File: config.mk
export PLATFORM = sky130hd
export DESIGN_NAME = sync_down_counter
export DESIGN_NICKNAME = d
export VERILOG_FILES = /design/src/rtl/ctr_pkg.sv /design/src/rtl/down_count_core.sv /design/src/rtl/sync_down_counter.sv
export SDC_FILE = /design/constraint.sdc
export NUM_CORES = 1
export LEC_CHECK = 0
export BUFFER_PORTS_ARGS = -buffer_cell sky130_fd_sc_hd__buf_2
export CORE_MARGIN = 4
export CORE_UTILIZATION = 28
export DETAILED_ROUTE_END_ITERATION = 8
export PLACE_DENSITY_LB_ADDON = 0.3
export SYNTH_ARGS = -nofsm -noshare
export SYNTH_HDL_FRONTEND = slang
export SYNTH_SLANG_ARGS = --single-unit
File: constraint.sdc
create_clock -name clk -period 2.4 [get_ports clk]
set_input_delay 0.12 -clock clk [delete_from_list [all_inputs] [get_ports clk]]
set_output_delay 0.12 -clock clk [all_outputs]
set_load 0.005 [all_outputs]
File: src/rtl/ctr_pkg.sv
`default_nettype none
// ============================================================================
// Module      : ctr_pkg
// Description : Shared constants for the counter family (mode encodings and
//               default width).
// Revision    : 1.0 - initial release
// ============================================================================
package ctr_pkg;

    localparam int unsigned DEFAULT_WIDTH = 4;

    localparam logic MODE_ONESHOT = 1'b0;
    localparam logic MODE_RELOAD  = 1'b1;

endpackage : ctr_pkg
`default_nettype wire

File: src/rtl/down_count_core.sv
`default_nettype none
// ============================================================================
// Module      : down_count_core
// Description : Count and reload registers with the load/decrement/reload
//               next-value mux and the count==1 detect.
// Revision    : 1.0 - initial release
// ============================================================================
module down_count_core
    import ctr_pkg::*;
#(
    parameter int unsigned WIDTH = DEFAULT_WIDTH
) (
    input  logic             clk,
    input  logic             rst_n,
    input  logic             i_load,
    input  logic [WIDTH-1:0] i_load_val,
    input  logic             i_dec,
    input  logic             i_mode,
    output logic [WIDTH-1:0] o_count,
    output logic             o_is_one
);

    localparam logic [WIDTH-1:0] c_one = WIDTH'(1);

    logic [WIDTH-1:0] r_count;
    logic [WIDTH-1:0] r_reload;
    logic [WIDTH-1:0] w_count_nxt;
    logic [WIDTH-1:0] w_reload_nxt;
    logic             w_is_one;

    assign w_is_one = (r_count == c_one);

    always_comb begin
        w_count_nxt  = r_count;
        w_reload_nxt = r_reload;
        if (i_load) begin
            w_count_nxt  = i_load_val;
            w_reload_nxt = i_load_val;
        end else if (i_dec && (r_count != '0)) begin
            // The last step either parks at zero or wraps to the stored period.
            if (w_is_one) begin
                w_count_nxt = (i_mode == MODE_RELOAD) ? r_reload : '0;
            end else begin
                w_count_nxt = r_count - c_one;
            end
        end
    end

    always_ff @(posedge clk or negedge rst_n) begin
        if (!rst_n) begin
            r_count  <= '0;
            r_reload <= '0;
        end else begin
            r_count  <= w_count_nxt;
            r_reload <= w_reload_nxt;
        end
    end

    assign o_count  = r_count;
    assign o_is_one = w_is_one;

endmodule : down_count_core
`default_nettype wire

File: src/rtl/sync_down_counter.sv
`default_nettype none
// ============================================================================
// Module      : sync_down_counter
// Description : Loadable synchronous down counter with one-shot / auto-reload
//               modes and a registered terminal-count pulse.
// Revision    : 1.0 - initial release
// ============================================================================
module sync_down_counter
    import ctr_pkg::*;
#(
    parameter int unsigned WIDTH = DEFAULT_WIDTH
) (
    input  logic             clk,
    input  logic             rst_n,
    input  logic             load,
    input  logic [WIDTH-1:0] load_val,
    input  logic             en,
    input  logic             mode,
    output logic [WIDTH-1:0] count,
    output logic             busy,
    output logic             zero,
    output logic             tc_pulse
);

    logic             r_busy;
    logic             r_tc;
    logic             w_busy_nxt;
    logic             w_tc_nxt;
    logic             w_dec;
    logic             w_is_one;
    logic [WIDTH-1:0] w_count;

    // Load has priority, so a decrement is only qualified when no load is present.
    assign w_dec = en & r_busy & ~load;

    down_count_core #(
        .WIDTH (WIDTH)
    ) u_core (
        .clk        (clk),
        .rst_n      (rst_n),
        .i_load     (load),
        .i_load_val (load_val),
        .i_dec      (w_dec),
        .i_mode     (mode),
        .o_count    (w_count),
        .o_is_one   (w_is_one)
    );

    always_comb begin
        w_busy_nxt = r_busy;
        w_tc_nxt   = 1'b0;
        if (load) begin
            w_busy_nxt = (load_val != '0);
        end else if (w_dec && w_is_one) begin
            w_tc_nxt = 1'b1;
            if (mode == MODE_ONESHOT) begin
                w_busy_nxt = 1'b0;
            end
        end
    end

    always_ff @(posedge clk or negedge rst_n) begin
        if (!rst_n) begin
            r_busy <= 1'b0;
            r_tc   <= 1'b0;
        end else begin
            r_busy <= w_busy_nxt;
            r_tc   <= w_tc_nxt;
        end
    end

    assign count    = w_count;
    assign busy     = r_busy;
    assign tc_pulse = r_tc;
    assign zero     = (w_count == '0);

endmodule : sync_down_counter
`default_nettype wire
======== Yosys cells after proc, flatten, opt, wreduce, memory -nomap -nowiden ========
Index checks and enable logic that the tools add are counted.
cells by class
  add/subtract/negate cells ............... 1
  $mul .................................... 0
  div/mod/pow operators ................... 0
  magnitude comparators ................... 0
  eq/ne operators ......................... 2
  shift operators ......................... 0
  mux-type cells .......................... 9
  bitwise operators ....................... 3
  reductions and logical operators ........ 8
operator list
  operator               count
  $mux W4                4
  $reduce_bool A4 Y1     2
  $mux W1                5
  $eq A4 B1 Y1 const B   1
  $logic_not A4 Y1       1
  $reduce_bool A2 Y1     2
  $sub A4 B1 Y4 const B  1
  $and A1 B1 Y1          2
  $logic_and A1 B1 Y1    2
  $ne A2 B2 Y1 const B   1
  $reduce_and A2 Y1      1
  $not A1 Y1             1
word-level totals
  flip-flop bits (word level) ............. 10
  bits in latches ......................... 0
  memory bits (writable) .................. 0
  ROM bits ................................ 0
  input bits .............................. 9
  output and inout bits ................... 7
  logic and storage cells ................. 27
  memories ................................ 0

======== Depth between registers and ports, before layout ========
Gate-level depths: netlist of the first run.
  word-level depth ........................ 5
  depth in mapped cells ................... 6
  mapped depth without buffers ............ 6

======== Modules after synthesis ========
A second synthesis of the first run with hierarchy kept.
unflattened totals
  cells, all modules ...................... 57
  area total of the unflattened synthesis .. 599.3 µm²
by module, submodules not included
  module             times used  cells an instance  area an instance (µm²)  seq. area each (µm²)
  down_count_core    1           47                 491.7                   200.2
  sync_down_counter  1           10                 107.6                   50.0

======== Least setup slack after synthesis of the first run ========
OpenSTA, ideal clock, no wires.
  kind .................................... register to register
  from .................................... register u_core.r_count[0], in the netlist u_core.o_count[0]
  to ...................................... register u_core.r_count[1], in the netlist u_core.o_count[1]
  library setup time ...................... 0.134 ns
  arrival ................................. 1.510 ns
  required time ........................... 2.266 ns
  setup slack ............................. 0.756 ns
  cell stages (with the launch flop) ...... 7
  path buffers ............................ 0
  period minus slack after synthesis ...... 1.644 ns
  cell sequence ........................... dfrtp_1 inv_1 ha_1 nor3b_2 or3_4 a311oi_2 o31ai_1
on the way
  word-level cells in the longest chain between the ends .. 4
  elaborated cells on any way between the ends .. 8
  those cells by class .................... 1 x add/sub; 1 x eq/ne; 3 x mux; 3 x reduce/logical
ends and longest elaborated chain
  what                                                  line                                          source
  from (decl)                                           down_count_core.sv:25                         logic [WIDTH-1:0] r_count;
  from (signal assigned)                                down_count_core.sv:54                         r_count <= w_count_nxt;
  $sub A4 B1 Y4 / $eq A4 B1 Y1 (equally long branches)  down_count_core.sv:44, down_count_core.sv:31
  $mux W4                                               down_count_core.sv:41                         if (w_is_one) begin
  $mux W4                                               down_count_core.sv:39                         end else if (i_dec && (r_count != '0)) begin
  $mux W4                                               down_count_core.sv:36                         if (i_load) begin
Parallel ways exist; a longest one is shown, timed or not. The select of a mux whose other input is x is not followed.
A chain may end at the register's enable or synchronous reset.

======== Final worst setup path of the first run ========
Same ends and word-level chain as after synthesis.

==> flow_summary_export.csv, run 1 <==
group,metric,value,unit
clock_network,cts.sinks,10,
sta,fmax,576,MHz
yosys,yosysUniqueCellTypes,26,
finish,diodes,0,
finish,syn_to_final_growth,23.5,%
yosys,ys_seq_elements,10,
placement,gp_congestion,0.797,
sta,min_period,1.73,ns
clock_network,worstSkewPairLatency,0.26,ns
finish,drive_gt1_frac,0.338,
grt,grt_pass1_vias,472,
die,die_h,53.1,um
sta,timing.setup.tns,0,ns
detailed_routing,ant_nets,0,
power,seq_power_share,0.498,
yosys,synth_warnings,0,
die,rows,16,
critical_path,critical_path_class,"flip-flop to flip-flop",
yosys,synth_top_family_by_area,"simple AND/OR/NAND/NOR gates",
grt,grt_pass1_wl,2130,um
hold_path,holdPathStages,3,
die,start_util,0.294,
placement,portBuffers,15,
clock_network,htreeDepth,1,
sta,setup_viol,0,
yosys,synth-simple-area-share,0.219,
yosys,synth_area,571,um^2
clock_network,post_cts_buffers,0,
sta,worst_pin_slew,0.407,ns
sta,timing.slew.headroom,0.727,
critical_path,worstPathMaxFanout,5,
grt,grt_start_max_net_pins,18,
power,cellLeakagePower,0.325,nW
detailed_routing,drc,0,
sta,maxSlewViolCount,0,
finish,nets,88,
power,combPwrFrac,0.221,
yosys,postSynthAreaPerCell,10.0,um^2
yosys,synth_fa_ha_area_frac,0.0658,
power,power_density,578,nW/um^2
die,core,1940,um^2
grt,antenna_found_initial,0,
clock_network,clockBufferDepth,2,
sta,period_share,0.723,
grt,track_usage,0.108,
clock_network,clk_pin_slew,0.06,ns
critical_path,crit_required,2.54,ns
yosys,synth_xor_area_frac,0,
sta,hold_violations,0,
placement,dp_hpwl,958,um
die,io_pins,16,
critical_path,start_kind,"flip-flop",
power,swShare,0.297,
detailed_routing,wirelength,1260,um
die,die-area,2820,um^2
finish,nFillCells,206,
sta,rsz0062_at_grt,"no",
detailed_routing,vias,467,
power,p_sw,0.121,mW
hold_path,hp-class,"primary input to flip-flop",
critical_path,crit_path_end_kind,"flip-flop",
critical_path,cp.arrival,1.88,ns
yosys,synth-compound-area-share,0.184,
detailed_routing,post_drt_wl_per_cell,12.4,um
sta,fin_skew,0.000680,ns
clock_network,clock-root-buffer,"clkbuf_4",
power,peakVddDrop,0.000233,V
die,die_w,53.1,um
detailed_routing,firstDrtPassIters,4,
clock_network,cts_made_buffers,3,
clock_network,cts_tree,"done",
outcome,status,"completed",
job,maxCapViolCount,0,
power,pwr-share-clk,0.281,
power,power.total,0.407,mW
grt,grt.overflow.total,0,
yosys,syn-num-nets,69,
detailed_routing,drtIter0Drc,12,
yosys,muxShareOfSynthArea,0.0395,
yosys,yosysSeqAreaShare,0.439,
critical_path,reg2reg_depth,6,
power,p_int,0.286,mW
yosys,syn_inst,57,
detailed_routing,avgViaCountPerCell,4.62,
## flip-flops by register name, summed over array words and instances (netlist names)
| register | cells |
|---|---|
| busy | 1 |
| u_core.o_count | 4 |
| u_core.r_reload | 4 |
| tc_pulse | 1 |
## synth_stat cells
library cell / number / share of area
or3_1: 2 / 0.022
nand4b_1: 1 / 0.015
nor3b_1: 1 / 0.013
nand3b_1: 1 / 0.013
o31ai_1: 1 / 0.013
nor3b_2: 2 / 0.044
o31a_1: 1 / 0.015
a31oi_1: 1 / 0.011
a311oi_2: 1 / 0.026
ha_1: 3 / 0.066
nor2_1: 3 / 0.020
nor3_1: 2 / 0.018
o41ai_1: 1 / 0.015
a211oi_1: 1 / 0.013
and3_1: 1 / 0.011
clkbuf_1: 2 / 0.013
dfrtp_1: 10 / 0.44
a21oi_1: 2 / 0.018
a32oi_1: 1 / 0.015
o211ai_1: 1 / 0.013
mux2_2: 2 / 0.039
and3b_2: 1 / 0.018
or3_4: 1 / 0.020
nand2_1: 4 / 0.026
inv_1: 6 / 0.039
o21ai_0: 5 / 0.044
## critical path: stages, from the launching register on
cell and delay [ns]:
dfrtp_1 0.42, inv_1 0.09, ha_1 0.20, nor3b_2 0.16
or3_4 0.40, a311oi_2 0.24, o31ai_1 0.10
## power by group through the flow
stage | Combinational (mW) | Sequential [mW] | Clock, mW
global placement | 0.0898 | 0.206 | 0
CTS | 0.0908 | 0.203 | 0.116
global route | 0.102 | 0.207 | 0.120
floorplan | 0.0551 | 0.203 | 0
detailed placement | 0.0889 | 0.206 | 0
finish | 0.0900 | 0.203 | 0.115
## worst paths after layout
check / to / slack [ns] / from
worst max-delay path: u_core.o_count[1] / 0.67 / u_core.o_count[0]
worst min-delay path: u_core.o_count[1] / 0.11 / load_val[1]
worst max register to register: u_core.o_count[1] / 0.67 / u_core.o_count[0]
worst min register to register: u_core.r_reload[3] / 0.51 / u_core.r_reload[3]
max in group asynchronous: tc_pulse / 1.97 / rst_n
min in group asynchronous: u_core.o_count[2] / 0.24 / rst_n
## metrics by stage
step                utilization  instance area, um^2  instances  hold WS, ns  setup WS [ns]
floorplan                     -                  571         57       -0.176          0.756
global placement          0.346                  672         97     -0.00456          0.677
detailed placement        0.346                  672         97     -0.00382          0.683
CTS                       0.363                  704        101       0.0974          0.668
global route              0.363                  704        101        0.136          0.595
finish                    0.363                  704        101        0.105          0.665
## logic make-up (layout without fill, tap and decap cells)
family / Yosys count / count (layout)
fa+ha+maj: 3 / 3
compound gates: 15 / 15
simple gates: 19 / 19
mux: 2 / 2
buf+inv: 8 / 25
flops: 10 / 10
## placed cells by master (no fill, tap or decap), drive strengths merged
cell,count
clkbuf,3
o211ai,1
o31a,1
inv,6
nand4b,1
and3b,1
ha,3
nand3b,1
nor3,2
a311oi,1
dlygate4sd3,1
dfrtp,10
a211oi,1
mux2,2
buf,15
o21ai,5
and3,1
o31ai,1
o41ai,1
a32oi,1
or3,3
nor2,3
a31oi,1
nand2,4
nor3b,3
a21oi,2
## per-layer routing
| metal | share of wire | GRT usage | wire [um] | up-vias |
|---|---|---|---|---|
| li1 | - | - | - | 244 |
| met1 | 0.50 | 0.144 | 631 | 207 |
| met2 | 0.42 | 0.143 | 525 | 14 |
| met3 | 0.070 | 0.0310 | 88 | 2 |
| met4 | 0.0080 | 0.0851 | 10 | 0 |
| met5 | 0 | 0 | 0 | - |
## timing repair
item	CTS	global route
gates resized for setup	0	0
hold endpoints to repair	10	0
hold buffers	1	0
## cell type report
type | instances | area (um^2) | area share
Timing Repair Buffer | 16 | 85.1 | 0.121
Multi-Input combinational cell | 39 | 290 | 0.412
Inverter | 6 | 22.5 | 0.0320
Tap cell | 27 | 33.8 | 0.0480
Sequential cell | 10 | 250 | 0.355
Clock buffer | 3 | 22.5 | 0.0320
(Power assumes the default switching activity.)
==> inputs of run 2 (changes only) <==
Clock period 2.4 ns to 1.8 ns, I/O delays scaled along.
==> run 2 against run 1 <==
  * Cell area is 1.2% higher
  * Non-clock buffer count up 1
  * Worst setup slack got worse by 0.56 ns
  * First-iteration DRC count down 67%
  * Clock skew grew 0.0015 ns
  * Total power is 32% higher
  * Via count grew 3.4%
  * Sequential power increased by 33%
  * Critical path type unchanged
  * Largest cell class unchanged
  * Highest routed layer unchanged
==> flow_summary_export.csv, run 2 (synthesis results as in run 1) <==
group,metric,value,unit
outcome,status,"completed",
clock_network,cts_made_buffers,3,
critical_path,critical_path_class,"flip-flop to flip-flop",
detailed_routing,dr_wl_met2,564,um
hold_path,hp-start,"load_val[1]",
clock_network,clock-root-buffer,"clkbuf_4",
grt,antenna_found_initial,0,
hold_path,min_to,"u_core.o_count[1]",
finish,layout.cells.non_filler,102,
placement,dp_hpwl,1020,um
die,core,1940,um^2
detailed_routing,met3WireLength,73,um
die,start_util,0.294,
detailed_routing,routed.top_layer,"met4",
sta,worst_pin_slew,0.330,ns
detailed_routing,ant_nets,0,
grt,track_usage,0.110,
placement,dpl_cell_area,679,um^2
die,die_h,53.1,um
job,maxCapViolCount,0,
sta,fin_skew,0.00218,ns
power,peakVddDrop,0.000385,V
placement,dp_cells,98,
clock_network,clockBufferDepth,2,
clock_network,worstSkewPairLatency,0.25,ns
finish,final_cell_mix,"15 x buf_2, 9 x dfrtp_1, 6 x inv_1, 5 x o21ai_0, 4 x nand2_1",
sta,timing.slew.headroom,0.779,
grt,grt_pass1_wl,2190,um
finish,final_common_cell,"buf_2",
clock_network,clk_pin_slew,0.06,ns
clock_network,cts_tree,"done",
critical_path,worstPathMaxFanout,5,
finish,drive_gt1_frac,0.360,
clock_network,cts.sinks,10,
critical_path,r2r_slack,0.10,ns
finish,diodes,0,
die,die-area,2820,um^2
finish,nets,89,
sta,rsz0062_at_grt,"no",
critical_path,crit_required,1.93,ns
detailed_routing,drc,0,
critical_path,start_kind,"flip-flop",
placement,gp_congestion,0.805,
clock_network,htreeDepth,1,
critical_path,r2r-start,"u_core.o_count[0]",
detailed_routing,wirelength,1290,um
sta,timing.setup.tns,0,ns
detailed_routing,avgViaCountPerCell,4.74,
sta,fmax,590,MHz
critical_path,crit_path_end_kind,"flip-flop",
die,rows,16,
critical_path,cp.arrival,1.82,ns
sta,min_period,1.70,ns
critical_path,reg2reg_depth,6,
placement,portBuffers,15,
hold_path,hp-class,"primary input to flip-flop",
detailed_routing,post_drt_wl_per_cell,12.6,um
hold_path,holdPathStages,3,
sta,hold_violations,0,
detailed_routing,drtIter0Drc,4,
detailed_routing,firstDrtPassIters,2,
die,io_pins,16,
grt,grt_pass1_vias,473,
grt,grt.overflow.total,0,
finish,nFillCells,211,
finish,syn_to_final_growth,25.0,%
sta,period_share,0.942,
grt,grt_start_max_net_pins,18,
critical_path,reg2reg_to,"u_core.o_count[1]",
sta,setup_viol,0,
die,die_w,53.1,um
power,power_density,751,nW/um^2
sta,maxSlewViolCount,0,
detailed_routing,wl_met1,623,um
power,cellLeakagePower,0.329,nW
finish,final_cell_area,713,um^2
detailed_routing,vias,483,
run 2: cell types whose count changed in the layout (fill, tap and decap cells not counted):
cell and delta:
buf_4 +1, dfrtp_2 +1, dfrtp_1 -1
run 2: final cells by class:
cell class | count | area [um^2] | area share
Multi-Input combinational cell | 39 | 290 | 0.407
Inverter | 6 | 22.5 | 0.0316
Sequential cell | 10 | 251 | 0.353
Tap cell | 27 | 33.8 | 0.0474
Clock buffer | 3 | 22.5 | 0.0316
Timing Repair Buffer | 17 | 92.6 | 0.130
run 2: critical path, stage by stage (launching register included):
cell	delay [ns]
dfrtp_2	0.39
inv_1	0.08
ha_1	0.20
nor3b_2	0.16
or3_4	0.40
a311oi_2	0.25
o31ai_1	0.10
run 2: worst max path at each step:
stage	from	endpoint	slack, ns	cells after the start
after global routing	u_core.o_count[0]	u_core.o_count[1]	0.01	6
after detailed placement	u_core.o_count[0]	u_core.o_count[1]	0.06	6
after global placement	u_core.o_count[0]	u_core.o_count[1]	0.14	6
after CTS	u_core.o_count[0]	u_core.o_count[1]	0.05	6
after floorplan	u_core.o_count[0]	u_core.o_count[1]	0.16	6
final	u_core.o_count[0]	u_core.o_count[1]	0.10	6
run 2: metrics by stage:
stage          hold WS (ns)  worst slack [ns]   util  power [mW]
2_1_floorplan        -0.206             0.156      -       0.345
5_1_grt               0.104            0.0102  0.367       0.578
4_1_cts              0.0907            0.0450  0.367       0.545
6_report             0.0933             0.104  0.367       0.536
3_5_place_dp        -0.0391            0.0588  0.350       0.399
3_3_place_gp        -0.0355             0.138  0.350       0.397
run 2: repair_timing:
item / in CTS / in global routing
endpoints found under the hold margin: 10 / 0
buffers inserted: 0 / 0
resized for setup: 0 / 1
hold buffers: 1 / 0
endpoints found under the setup margin: 0 / 1
run 2: layer usage:
metal | GRT usage | vias up
li1 | - | 245
met1 | 0.142 | 220
met2 | 0.153 | 14
met3 | 0.0338 | 4
met4 | 0.0766 | 0
met5 | 0 | -
run 2: report_power, final:
| group | switching (mW) | leakage, nW | internal [mW] | total, mW |
|---|---|---|---|---|
| registers | 0.0233 | 0.119 | 0.247 | 0.271 |
| clock network | 0.0640 | 0.0138 | 0.0765 | 0.140 |
| logic | 0.0643 | 0.196 | 0.0601 | 0.124 |
| total | 0.152 | 0.329 | 0.384 | 0.536 |
